==> config.mk <==
export PLATFORM = sky130hd
export DESIGN_NAME = alarm_sequencer_flat
export DESIGN_NICKNAME = d
export VERILOG_FILES = /design/src/rtl/alarm_sequencer_if.sv /design/src/rtl/alarm_sequencer.sv /design/src/flat_wrapper.sv
export SDC_FILE = /design/constraint.sdc
export NUM_CORES = 1
export LEC_CHECK = 0
export CORE_ASPECT_RATIO = 0.8
export CORE_MARGIN = 8
export CORE_UTILIZATION = 35
export DETAILED_ROUTE_END_ITERATION = 7
export GPL_TIMING_DRIVEN = 0
export REMOVE_ABC_BUFFERS = 1
export SLEW_MARGIN = 25
export SYNTH_ARGS = -nofsm -noshare
export SYNTH_HDL_FRONTEND = slang
export SYNTH_SLANG_ARGS = --single-unit
==> constraint.sdc <==
create_clock -name clk -period 2.7 [get_ports clk]
set_input_delay 0.81 -clock clk [delete_from_list [all_inputs] [get_ports clk]]
set_output_delay 0.81 -clock clk [all_outputs]
set_load 0.01 [all_outputs]
==> src/rtl/alarm_sequencer_if.sv <==
// Alarm sequencer signal bundle: the key-press input from the debouncer and the
// buzzer/LED enables plus status outputs that go to the downstream blocks.
interface alarm_sequencer_if #(
   parameter int MAX_SNOOZE = 3
);
   localparam int SNZ_W = (MAX_SNOOZE < 1) ? 1 : $clog2(MAX_SNOOZE + 1);

   logic             key_press;   // one-cycle press pulse, every high cycle is an event
   logic             beep_en;     // buzzer enable
   logic             led_en;      // breathing-LED enable
   logic [1:0]       state;       // 0 IDLE, 1 ARMED, 2 RINGING, 3 SNOOZE
   logic [SNZ_W-1:0] snooze_cnt;  // snoozes used in the current alarm cycle
   logic             missed;      // one-cycle pulse when ringing times out

   // Side that produces key presses and watches the alarm status
   modport master (
      output key_press,
      input  beep_en, led_en, state, snooze_cnt, missed
   );

   // The sequencer itself
   modport slave (
      input  key_press,
      output beep_en, led_en, state, snooze_cnt, missed
   );
endinterface

==> src/rtl/alarm_sequencer.sv <==
// Alarm sequencer: turns debounced key presses into a timed
// arm -> ring -> snooze/dismiss cycle. A prescaler produces a tick every
// TICK_DIV clocks and a shared tick counter times the residency of each state.
// beep_en and led_en are decoded from the state register only.
module alarm_sequencer #(
   parameter int TICK_DIV     = 50000,
   parameter int ARM_TICKS    = 5000,
   parameter int RING_TICKS   = 30000,
   parameter int SNOOZE_TICKS = 10000,
   parameter int MAX_SNOOZE   = 3
) (
   input  logic               clk,
   input  logic               rst_n,
   alarm_sequencer_if.slave   bus
);

   // ------------------------------------------------------------------------
   // Widths and constants
   // ------------------------------------------------------------------------
   localparam int PRE_W   = (TICK_DIV > 1) ? $clog2(TICK_DIV) : 1;
   localparam int MAX_LIM = (ARM_TICKS > RING_TICKS)
                            ? ((ARM_TICKS > SNOOZE_TICKS) ? ARM_TICKS : SNOOZE_TICKS)
                            : ((RING_TICKS > SNOOZE_TICKS) ? RING_TICKS : SNOOZE_TICKS);
   localparam int CNT_W   = (MAX_LIM > 1) ? $clog2(MAX_LIM) : 1;
   localparam int SNZ_W   = (MAX_SNOOZE < 1) ? 1 : $clog2(MAX_SNOOZE + 1);

   localparam logic [PRE_W-1:0] PRE_LAST    = PRE_W'(TICK_DIV - 1);
   localparam logic [CNT_W-1:0] ARM_LAST    = CNT_W'(ARM_TICKS - 1);
   localparam logic [CNT_W-1:0] RING_LAST   = CNT_W'(RING_TICKS - 1);
   localparam logic [CNT_W-1:0] SNOOZE_LAST = CNT_W'(SNOOZE_TICKS - 1);
   localparam logic [SNZ_W-1:0] SNZ_MAX     = SNZ_W'(MAX_SNOOZE);

   // The encoding is dense (all four codes are real states), so there is no
   // illegal state to recover from.
   typedef enum logic [1:0] {
      ST_IDLE    = 2'd0,
      ST_ARMED   = 2'd1,
      ST_RINGING = 2'd2,
      ST_SNOOZE  = 2'd3
   } state_e;

   // ------------------------------------------------------------------------
   // Registers and next-state signals
   // ------------------------------------------------------------------------
   state_e           state_q,    state_d;
   logic [PRE_W-1:0] presc_q,    presc_d;
   logic [CNT_W-1:0] tick_cnt_q, tick_cnt_d;
   logic [SNZ_W-1:0] snooze_q,   snooze_d;
   logic             missed_q,   missed_d;

   logic             tick;        // prescaler at its last count this cycle
   logic [CNT_W-1:0] limit_last;  // tick count at which the current state expires
   logic             expired;     // current state's timer fires this cycle
   logic             enter;       // a transition (into any state) happens this edge

   // Tick generation and expiry detection for the current state
   always_comb begin
      // NOTE: every signal driven here gets a default first so no path leaves
      // it unassigned; a missing default would infer a latch.
      limit_last = '0;
      tick       = (presc_q == PRE_LAST);
      unique case (state_q)
         ST_ARMED:   limit_last = ARM_LAST;
         ST_RINGING: limit_last = RING_LAST;
         ST_SNOOZE:  limit_last = SNOOZE_LAST;
         default:    limit_last = '0;
      endcase
      expired = (state_q != ST_IDLE) && tick && (tick_cnt_q == limit_last);
   end

   // Next-state logic; a press wins over a timer expiry in the same cycle
   always_comb begin
      state_d  = state_q;
      snooze_d = snooze_q;
      missed_d = 1'b0;
      enter    = 1'b0;

      unique case (state_q)
         ST_IDLE: begin
            if (bus.key_press) begin
               state_d = ST_ARMED;
               enter   = 1'b1;
            end
         end

         ST_ARMED: begin
            if (bus.key_press) begin
               state_d = ST_IDLE;        // cancel before ringing
               enter   = 1'b1;
            end else if (expired) begin
               state_d = ST_RINGING;
               enter   = 1'b1;
            end
         end

         ST_RINGING: begin
            if (bus.key_press) begin
               enter = 1'b1;
               if (snooze_q < SNZ_MAX) begin
                  state_d  = ST_SNOOZE;
                  snooze_d = snooze_q + SNZ_W'(1);
               end else begin
                  state_d  = ST_IDLE;    // snooze budget spent: dismiss
               end
            end else if (expired) begin
               state_d  = ST_IDLE;       // nobody answered
               missed_d = 1'b1;
               enter    = 1'b1;
            end
         end

         ST_SNOOZE: begin
            if (bus.key_press) begin
               state_d = ST_IDLE;        // dismiss during snooze
               enter   = 1'b1;
            end else if (expired) begin
               state_d = ST_RINGING;
               enter   = 1'b1;
            end
         end

         default: begin
            state_d = ST_IDLE;
            enter   = 1'b1;
         end
      endcase

      // A fresh alarm cycle starts with the full snooze budget.
      if (state_d == ST_IDLE) begin
         snooze_d = '0;
      end
   end

   // Prescaler and tick counter: restart on every transition, frozen in IDLE
   always_comb begin
      presc_d    = presc_q;
      tick_cnt_d = tick_cnt_q;
      if (enter || (state_q == ST_IDLE)) begin
         presc_d    = '0;
         tick_cnt_d = '0;
      end else if (tick) begin
         presc_d    = '0;
         tick_cnt_d = tick_cnt_q + CNT_W'(1);
      end else begin
         presc_d    = presc_q + PRE_W'(1);
      end
   end

   // State register with asynchronous reset
   always_ff @(posedge clk or negedge rst_n) begin
      // NOTE: sequential state uses non-blocking assignments so every register
      // samples the pre-edge values, independent of statement order.
      if (!rst_n) begin
         state_q    <= ST_IDLE;
         presc_q    <= '0;
         tick_cnt_q <= '0;
         snooze_q   <= '0;
         missed_q   <= 1'b0;
      end else begin
         state_q    <= state_d;
         presc_q    <= presc_d;
         tick_cnt_q <= tick_cnt_d;
         snooze_q   <= snooze_d;
         missed_q   <= missed_d;
      end
   end

   // ------------------------------------------------------------------------
   // Outputs: decoded from registers only, so reset drops them immediately
   // ------------------------------------------------------------------------
   assign bus.beep_en    = (state_q == ST_RINGING);
   assign bus.led_en     = (state_q != ST_IDLE);
   assign bus.state      = state_q;
   assign bus.snooze_cnt = snooze_q;
   assign bus.missed     = missed_q;

endmodule

==> src/flat_wrapper.sv <==
// flat-port wrapper written by rule: the top's interface ports become plain ports
module alarm_sequencer_flat 
#(
   parameter int TICK_DIV     = 50000,
   parameter int ARM_TICKS    = 5000,
   parameter int RING_TICKS   = 30000,
   parameter int SNOOZE_TICKS = 10000,
   parameter int MAX_SNOOZE   = 3
)
  (clk, rst_n, bus_key_press, bus_beep_en, bus_led_en, bus_state, bus_snooze_cnt, bus_missed);
  alarm_sequencer_if #(.MAX_SNOOZE(MAX_SNOOZE)) bus_i ();
  input  logic clk;
  input  logic rst_n;
  input wire logic [$bits(bus_i.key_press)-1:0] bus_key_press;
  output wire logic [$bits(bus_i.beep_en)-1:0] bus_beep_en;
  output wire logic [$bits(bus_i.led_en)-1:0] bus_led_en;
  output wire logic [$bits(bus_i.state)-1:0] bus_state;
  output wire logic [$bits(bus_i.snooze_cnt)-1:0] bus_snooze_cnt;
  output wire logic [$bits(bus_i.missed)-1:0] bus_missed;
  assign bus_i.key_press = bus_key_press;
  assign bus_beep_en = bus_i.beep_en;
  assign bus_led_en = bus_i.led_en;
  assign bus_state = bus_i.state;
  assign bus_snooze_cnt = bus_i.snooze_cnt;
  assign bus_missed = bus_i.missed;
  alarm_sequencer #(.TICK_DIV(TICK_DIV), .ARM_TICKS(ARM_TICKS), .RING_TICKS(RING_TICKS), .SNOOZE_TICKS(SNOOZE_TICKS), .MAX_SNOOZE(MAX_SNOOZE)) u_core (.clk(clk), .rst_n(rst_n), .bus(bus_i));
endmodule
Yosys cells after proc, flatten, opt, wreduce, memory -nomap -nowiden

Cells that the tools add are included.
W data, S select, Z words.

$add $sub $neg: 3
Magnitude comparators: 1
Equal/unequal tests: 5
Mux-type cells: 22
Reduce and logical (&&, ||, !) cells: 13

Operators by type and width:

| cell                    | count |
|---|---|
| $pmux W15 S3            | 1 |
| $mux W16                | 2 |
| $mux W15                | 2 |
| $mux W2                 | 10 |
| $add A16 B1 Y16 const B | 1 |
| $eq A16 B16 Y1 const B  | 1 |
| $add A15 B1 Y15 const B | 1 |
| $eq A15 B15 Y1          | 1 |
| $reduce_bool A2 Y1      | 5 |
| $pmux W2 S3             | 1 |
| $mux W1                 | 5 |
| $eq A2 B2 Y1 const B    | 2 |
| $logic_not A2 Y1        | 2 |
| $reduce_and A3 Y1       | 1 |
| $reduce_or A3 Y1        | 1 |
| $add A2 B1 Y2 const B   | 1 |
| $eq A2 B1 Y1 const B    | 1 |
| $logic_and A1 B1 Y1     | 2 |
| $lt A2 B2 Y1 const B    | 1 |
| $pmux W1 S2             | 1 |
| $reduce_or A2 Y1        | 1 |
| $logic_or A1 B1 Y1      | 1 |

Flip-flop bits (word level): 36
Output and inout port bits: 7
Word-level logic and storage cells: 49

Longest topological paths before layout

Gate-level depths: netlist of the first run.

Word-level depth: 10
Depth in mapped cells: 10
Gate-level depth less buffers: 7

Worst setup path before layout of the first run

No wires, ideal clock.

Kind: flip-flop to flip-flop
From: register u_core.state_q[0] (netlist: u_core.bus.state[0])
To: register u_core.tick_cnt_q[10]
Data arrival time: 2.296 ns
Required time: 2.579 ns
Setup slack: 0.283 ns
Cell stages (with the launch flop): 11
Buffers on the path: 3
Clock period less this slack: 2.417 ns
Path through: dfrtp_1 -> inv_1 -> ha_1 -> buf_2 -> xor2_1 -> nand3_1 -> or4_1 -> buf_2 -> o31ai_4 -> buf_2 -> nor2_1

Word-level cells in the longest chain between the ends: 9
Elaborated cells between the ends (all ways): 16
Those cells by class: eq/ne (4); mux (5); reduce/logical (7)

RTL lines:

| what                                                  | RTL line                                                              | source |
|---|---|---|
| start: declaration                                    | alarm_sequencer.sv:45                                                 | `state_e state_q, state_d;` |
| start signal: assignment                              | alarm_sequencer.sv:160                                                | `state_q <= state_d;` |
| $eq A2 B2 Y1 / $eq A2 B1 Y1 (equally long branches)   | alarm_sequencer.sv:62, alarm_sequencer.sv:78                          |  |
| $pmux W15 S3                                          | alarm_sequencer.sv:62                                                 | `unique case (state_q)` |
| $eq A15 B15 Y1                                        | alarm_sequencer.sv:68                                                 | `expired = (state_q != ST_IDLE) && tick && (tick_cnt_q == limit_last);` |
| $logic_and A1 B1 Y1                                   | alarm_sequencer.sv:68                                                 |  |
| $mux W1                                               | alarm_sequencer.sv:90, alarm_sequencer.sv:105, alarm_sequencer.sv:116 |  |
| $mux W1                                               | alarm_sequencer.sv:87                                                 | `if (bus.key_press) begin` |
| $pmux W1 S2                                           | alarm_sequencer.sv:78                                                 | `unique case (state_q)` |
| $logic_or A1 B1 Y1 (*)                                | alarm_sequencer.sv:138                                                | `if (enter \|\| (state_q == ST_IDLE)) begin` |
| $mux W15 / $reduce_bool A2 Y1 (equally long branches) | n/a                                                                   |  |
| end signal: assignment                                | alarm_sequencer.sv:162                                                | `tick_cnt_q <= tick_cnt_d;` |
| end: declaration                                      | alarm_sequencer.sv:47                                                 | `logic [CNT_W-1:0] tick_cnt_q, tick_cnt_d;` |

Every way passes the cells marked *; elsewhere a longest branch is shown, timed or not.
A chain may end at the register's enable or synchronous reset.

Final worst setup path of the first run

From: register u_core.state_q[0] (netlist: u_core.bus.state[0])
To: output bus_beep_en

Word-level cells in the longest chain between the ends: 1

RTL lines:

| what             | RTL line               | source |
|---|---|---|
| $eq A2 B2 Y1     | alarm_sequencer.sv:171 | `assign bus.beep_en = (state_q == ST_RINGING);` |
| end: declaration | flat_wrapper.sv:15     | `output wire logic [$bits(bus_i.beep_en)-1:0] bus_beep_en;` |

No other way between the ends.

==> results.ini, run 1 <==
[run_status]
status=complete, no violations

[timing]
post-route-period-util_pct=96.1
setup_tns_ns=0
finClkSkew_ns=0.00507
fin_ws_ns=0.105
rsz0062_at_grt=false
finalSetupViolCount=0
hold_viol_final=0
max_freq_mhz=385
min_period_ns=2.60
report.final.slew_viol_count=0
tightest_slew_ns=0.504
max_slew_margin_pct=66.3

[logic_synthesis]
synth.area.mux_share_pct=1.49
yosys.cell_count.top_type=nor2_1
yosys_warnings=0
ys.flop_type=dfrtp_1
ys_seq_elements=36
synth_edf_count=0
synth_compound_area_share_pct=7.37
syn_inst=221
synthAdderAreaFrac_pct=4.76
synthTopCellsByCount=nor2_1 (37), dfrtp_1 (36), xnor2_1 (21)
yosys.area_share.simple_pct=26.3
synth_top_family_by_area=simple AND/OR/NAND/NOR gates
synth-xor-area-share_pct=14.1
yosys-top-cells-area=dfrtp_1 (43%), xnor2_1 (8.7%), nor2_1 (6.6%), xor2_1 (5.4%), ha_1 (4.8%)
async_flop_share_pct=100
syn_area_mm2=0.00210
seq_area_frac_synth_pct=42.8
synth_top_cell_by_area=dfrtp_1
synth_cell_types=41
synth_top_area_share_pct=42.8
syn_avg_cell_area_um2=9.52

[clocking]
cts_buffers=5
clock-sinks=36
insertion_delay_ns=0.29
clk_pin_slew_ns=0.07
clock_path_buffers=2
cts_tree=done
htreeDepth=2
root_buffer=clkbuf_8

[final_layout]
antenna_cells=0
fin_cells=313
drive_gt1_share_pct=9.05
fillers=566
seq_area_um2=902
multi_input_area_mm2=0.00116
final_util_pct=41.5
stdcell_area_mm2=0.00243
synthToLayoutAreaGrowth_pct=15.3
layout.nets=242

[die]
core_area_mm2=0.00585
rows=25
die-area_mm2=0.00877
start_util_pct=36.0
die_w_um=103
io_pins=10
die_h_um=85.4

[global_routing]
antenna_found_initial=0
use_met1_pct=15.4
grt_max_degree=24
overflow=0
grt_first_pass_wirelength_um=7310
grt_use_met2_pct=14.0
first_global_vias=1499
gr-usage-all-layers_pct=10.7
top_usage_layer=met1
met3_usage_pct=2.45

[power_and_ir_drop]
ir_drop_uv=237
leakagePower_nw=0.973
p_per_area_mw_per_mm2=604

[route]
drtPass1Iterations=4
wl_per_cell_um=13.2
ant_nets=0
viasPerCell=5.06
drcViolationCount=0
routed_wl_um=4150
vias=1583
drt_iter0_drc=80

[worst_setup_path]
crit_path_end_kind=output pin
start_kind=flop
worst-setup-path-type=flop to output pin
required_ns=1.89
reg2reg_from=u_core.bus.state[0]$_DFF_PN0_
worstPathMaxFanout=8
arrival_ns=1.79
cp-startpoint=u_core.bus.state[0]$_DFF_PN0_

[place]
io_buffers=9
hpwl_um=2940
place_inst=303
place_ws_ns=-0.292
gp_congestion=0.772
placed_area_mm2=0.00228

[run]
maxCapViolCount=0

[min_path]
worstHoldPathType=input port to async pin

where the power goes:
part	switching, mW	leakage, nW	internal [mW]
Clock	0.200	0.0510	0.204
Combinational	0.251	0.424	0.206
Sequential	0.0385	0.498	0.567
state kept, by name, indices dropped and copies added (netlist names):
register and flops:
u_core.presc_q 16, u_core.bus.snooze_cnt 2, u_core.tick_cnt_q 15, u_core.bus.state 2, u_core.bus.missed 1
final timing paths:
path | to | slack [ns] | cells after the start
hold / removal | u_core.tick_cnt_q[14]$_DFFE_PN0P_ | 0.42 | 1
min in group clk | u_core.presc_q[0]$_DFF_PN0_ | 0.46 | 1
setup / recovery | bus_beep_en | 0.10 | 3
hold reg to reg | u_core.presc_q[0]$_DFF_PN0_ | 0.46 | 1
setup reg to reg | u_core.bus.state[1]$_DFF_PN0_ | 0.21 | 6
max in group asynchronous | u_core.tick_cnt_q[3]$_DFFE_PN0P_ | 1.85 | 2
layout make-up:
cell class                      instances  area share (%)
Timing Repair Buffer                   12            5.77
Sequential cell                        36            37.2
Tap cell                               81            4.18
Inverter                                7            1.08
Clock inverter                          2           0.412
Clock buffer                            6            3.40
Multi-Input combinational cell        169            48.0
logic make-up (layout without fill, tap and decap cells):
| logic type | after synthesis | count (layout) |
|---|---|---|
| simple gates | 105 | 105 |
| flops | 36 | 36 |
| xor+xnor | 34 | 34 |
| compound gates | 19 | 19 |
| buf+inv | 16 | 27 |
| fa+ha+maj | 8 | 8 |
| mux | 3 | 3 |
worst max-delay path, cell delays in order (launching register included):
cell and delay [ns]:
dfrtp_2 0.47, inv_1 0.16, ha_2 0.29, clkdlybuf4s50_1 0.56
layout by cell type (no fill, tap or decap), types with 3 or more instances in the layout:
cell type | netlist | routed
nor2_1 | 37 | 37
nor4_1 | 9 | 9
nor3_1 | 5 | 5
dfrtp_1 | 36 | 35
nand4_1 | 7 | 7
inv_1 | 7 | 7
xnor2_1 | 21 | 21
clkdlybuf4s50_1 | 0 | 8
xor2_1 | 13 | 13
clkbuf_8 | 0 | 6
nand3_1 | 12 | 12
ha_1 | 8 | 6
a21oi_1 | 3 | 3
and4_1 | 3 | 3
and3_1 | 9 | 9
nand2_1 | 11 | 11
stage by stage:
step,power [mW],hold WS [ns]
2_1_floorplan,0.878,0.433
3_3_place_gp,1.02,0.444
3_5_place_dp,1.03,0.452
4_1_cts,1.46,0.427
5_1_grt,1.56,0.440
6_report,1.47,0.419
metal layers:
layer  up-vias  share of wire [%]
met5         -                  0
met2        13                 40
met3         8                2.1
li1        805                  -
met1       757                 56
met4         0                2.2
timing repair:
| action | 4_1_cts | 5_1_grt |
|---|---|---|
| buffers inserted | 2 | 0 |
| endpoints found under the setup margin | 18 | 19 |
| hold buffers | 0 | 0 |
| cloned | 0 | 0 |
| gates resized for setup | 0 | 7 |
| pin swaps | 2 | 0 |
(Power assumes the default switching activity.)
==> run 2: changes to the inputs <==
==> constraint.sdc (replaced) <==
create_clock -name clk -period 3 [get_ports clk]
set_input_delay 0.6 -clock clk [delete_from_list [all_inputs] [get_ports clk]]
set_output_delay 0.6 -clock clk [all_outputs]
set_load 0.01 [all_outputs]
==> results.ini, run 2 (same netlist as run 1, synthesis figures left out) <==
[clocking]
htreeDepth=2  ; unchanged
clock_path_buffers=2  ; unchanged
cts_buffers=5  ; unchanged
cts_tree=done  ; unchanged
clock-sinks=36  ; unchanged
root_buffer=clkbuf_8  ; unchanged
clk_pin_slew_ns=0.07  ; about the same
insertion_delay_ns=0.29  ; about the same
cts-resized-gates=0  ; unchanged

[power_and_ir_drop]
leakagePower_nw=0.977  ; was 0.973 nW
clkPwrFrac_pct=28.0  ; was 27.5%
pwr-share-comb_pct=30.1  ; was 31.2%
ir_drop_uv=212  ; was 237 uV
p_int_mw=0.862  ; was 0.976 mW
sw_frac_of_total_pct=33.5  ; was 33.4%
pwr-share-seq_pct=41.9  ; was 41.3%
total_power_mw=1.30  ; was 1.47 mW
p_per_area_mw_per_mm2=538  ; was 604 mW/mm2
p_switching_mw=0.434  ; was 0.490 mW

[final_layout]
final_common_cell=nor2_1  ; unchanged
antenna_cells=0  ; unchanged
fillers=574  ; was 566
largest_reg_flops=16  ; unchanged
synthToLayoutAreaGrowth_pct=14.4  ; was 15.3%
regMostFlops=u_core.presc_q  ; unchanged
stdcell_area_mm2=0.00241  ; was 0.00243 mm2
layout.nets=243  ; was 242
reg.largest.list=u_core.presc_q x16, u_core.tick_cnt_q x15  ; unchanged
drive_gt1_share_pct=7.30  ; was 9.05%
layout_common_cells=nor2_1 (37), dfrtp_1 (36), xnor2_1 (21)  ; was nor2_1 (37), dfrtp_1 (35), xnor2_1 (21)

[worst_setup_path]
worst-setup-path-type=flop to flop  ; was flop to output pin
cpMaxStageDelayCell=or4_1  ; was clkdlybuf4s50_1
crit_path_end_kind=flop  ; was output pin
required_ns=3.23  ; was 1.89 ns
arrival_ns=2.91  ; was 1.79 ns
max_stage_delay_ns=0.65  ; was 0.56 ns
start_kind=flop  ; unchanged
cp_common_cell=nand3_1
crit_chain=inv_1, ha_1, xor2_1, nand3_1, or4_1, or4b_1, nand3_1  ; was inv_1, ha_2, clkdlybuf4s50_1
worstPathMaxFanout=8  ; unchanged

[timing]
holdWs_ns=0.210  ; was 0.419 ns
max_slew_margin_pct=44.4  ; was 66.3%
rsz0062_at_grt=false  ; unchanged
report.final.slew_viol_count=0  ; unchanged
post-route-period-util_pct=89.3
tightest_slew_ns=0.831  ; was 0.504 ns
hold_viol_final=0  ; unchanged
finClkSkew_ns=0.00492  ; was 0.00507 ns
max_freq_mhz=373
setup_tns_ns=0  ; unchanged
finalSetupViolCount=0  ; unchanged
min_period_ns=2.68

[global_routing]
gr-usage-all-layers_pct=10.6  ; was 10.7%
first_global_vias=1495  ; was 1499
grt_max_degree=24  ; unchanged
antenna_found_initial=0  ; unchanged
overflow=0  ; unchanged
grt_first_pass_wirelength_um=7270  ; was 7310 um

[route]
viasPerCell=5.06  ; about the same
wl_per_cell_um=13.2  ; about the same
ant_nets=0  ; unchanged
drt_iter0_drc=67  ; was 80
routed_wl_um=4150  ; about the same
drcViolationCount=0  ; unchanged
vias=1588  ; was 1583
drtPass1Iterations=4  ; unchanged

[place]
io_buffers=9  ; unchanged
gp_congestion=0.772  ; unchanged
placed_area_mm2=0.00228  ; unchanged
hpwl_um=2940  ; unchanged

[run_status]
status=complete, no violations  ; unchanged

[die]
core_area_mm2=0.00585  ; unchanged
die_w_um=103  ; unchanged
io_pins=10  ; unchanged
rows=25  ; unchanged
start_util_pct=36.0  ; unchanged
die-area_mm2=0.00877  ; unchanged
die_h_um=85.4  ; unchanged

[run]
maxCapViolCount=0  ; unchanged

[min_path]
worstHoldPathType=input port to async pin  ; unchanged

run 2: changes by cell type in the layout (fill, tap and decap cells not counted), sizes merged:
cell  change
buf       +1
run 2: per-layer routing:
metal	vias to the layer above	track usage, %	share of wire [%]
li1	806	-	-
met1	761	15.3	56
met2	13	14.0	40
met3	8	2.45	2.1
met4	0	5.59	2.2
met5	-	0	0
run 2: cell type report:
class / count / area (um2) / area share (%)
clock inverter: 2 / 10.0 / 0.416
timing repair buffer: 13 / 148 / 6.13
tap: 81 / 101 / 4.21
clock buffer: 6 / 82.6 / 3.43
sequential: 36 / 901 / 37.4
multi-input combinational: 169 / 1140 / 47.3
inverter: 7 / 26.3 / 1.09
run 2: per-stage QoR:
stage / setup WS [ns] / utilization, % / cells
floorplan: 0.498 / - / 212
CTS: 0.141 / 40.9 / 312
detailed placement: 0.00827 / 39.0 / 303
global route: 0.128 / 41.2 / 314
global placement: -0.0440 / 38.6 / 302
finish: 0.321 / 41.2 / 314
run 2: final timing paths:
kind	start	to	slack, ns	depth (start not counted)
max	u_core.bus.state[1]$_DFF_PN0_	u_core.bus.state[1]$_DFF_PN0_	0.32	7
max reg2reg	u_core.bus.state[1]$_DFF_PN0_	u_core.bus.state[1]$_DFF_PN0_	0.32	7
min	rst_n	u_core.tick_cnt_q[14]$_DFFE_PN0P_	0.21	1
min in group clk	u_core.presc_q[0]$_DFF_PN0_	u_core.presc_q[0]$_DFF_PN0_	0.46	1
min reg2reg	u_core.presc_q[0]$_DFF_PN0_	u_core.presc_q[0]$_DFF_PN0_	0.46	1
max in group asynchronous	rst_n	u_core.tick_cnt_q[3]$_DFFE_PN0P_	2.36	2
run 2: what timing repair did:
action	4_1_cts	5_1_grt
pin swaps	1	1
buffers inserted	1	2
hold buffers	0	0
setup endpoints to repair	5	18
run 2: worst max-delay path: cells and delay by family, from the launching register on:
family	cells	cell delay, ns
and+or+nand+nor	4	1.38
DFF	1	0.45
adders and majority gates	1	0.43
xor gates and xnor gates	1	0.18
buffers and inverters	1	0.17
run 2: power groups by stage:
stage          combinational (mW)  clock [mW]  sequential, mW
2_1_floorplan               0.240           0           0.551
3_3_place_gp                0.369           0           0.551
3_5_place_dp                0.372           0           0.553
4_1_cts                     0.393       0.378           0.543
5_1_grt                     0.432       0.400           0.548
6_report                    0.390       0.363           0.544
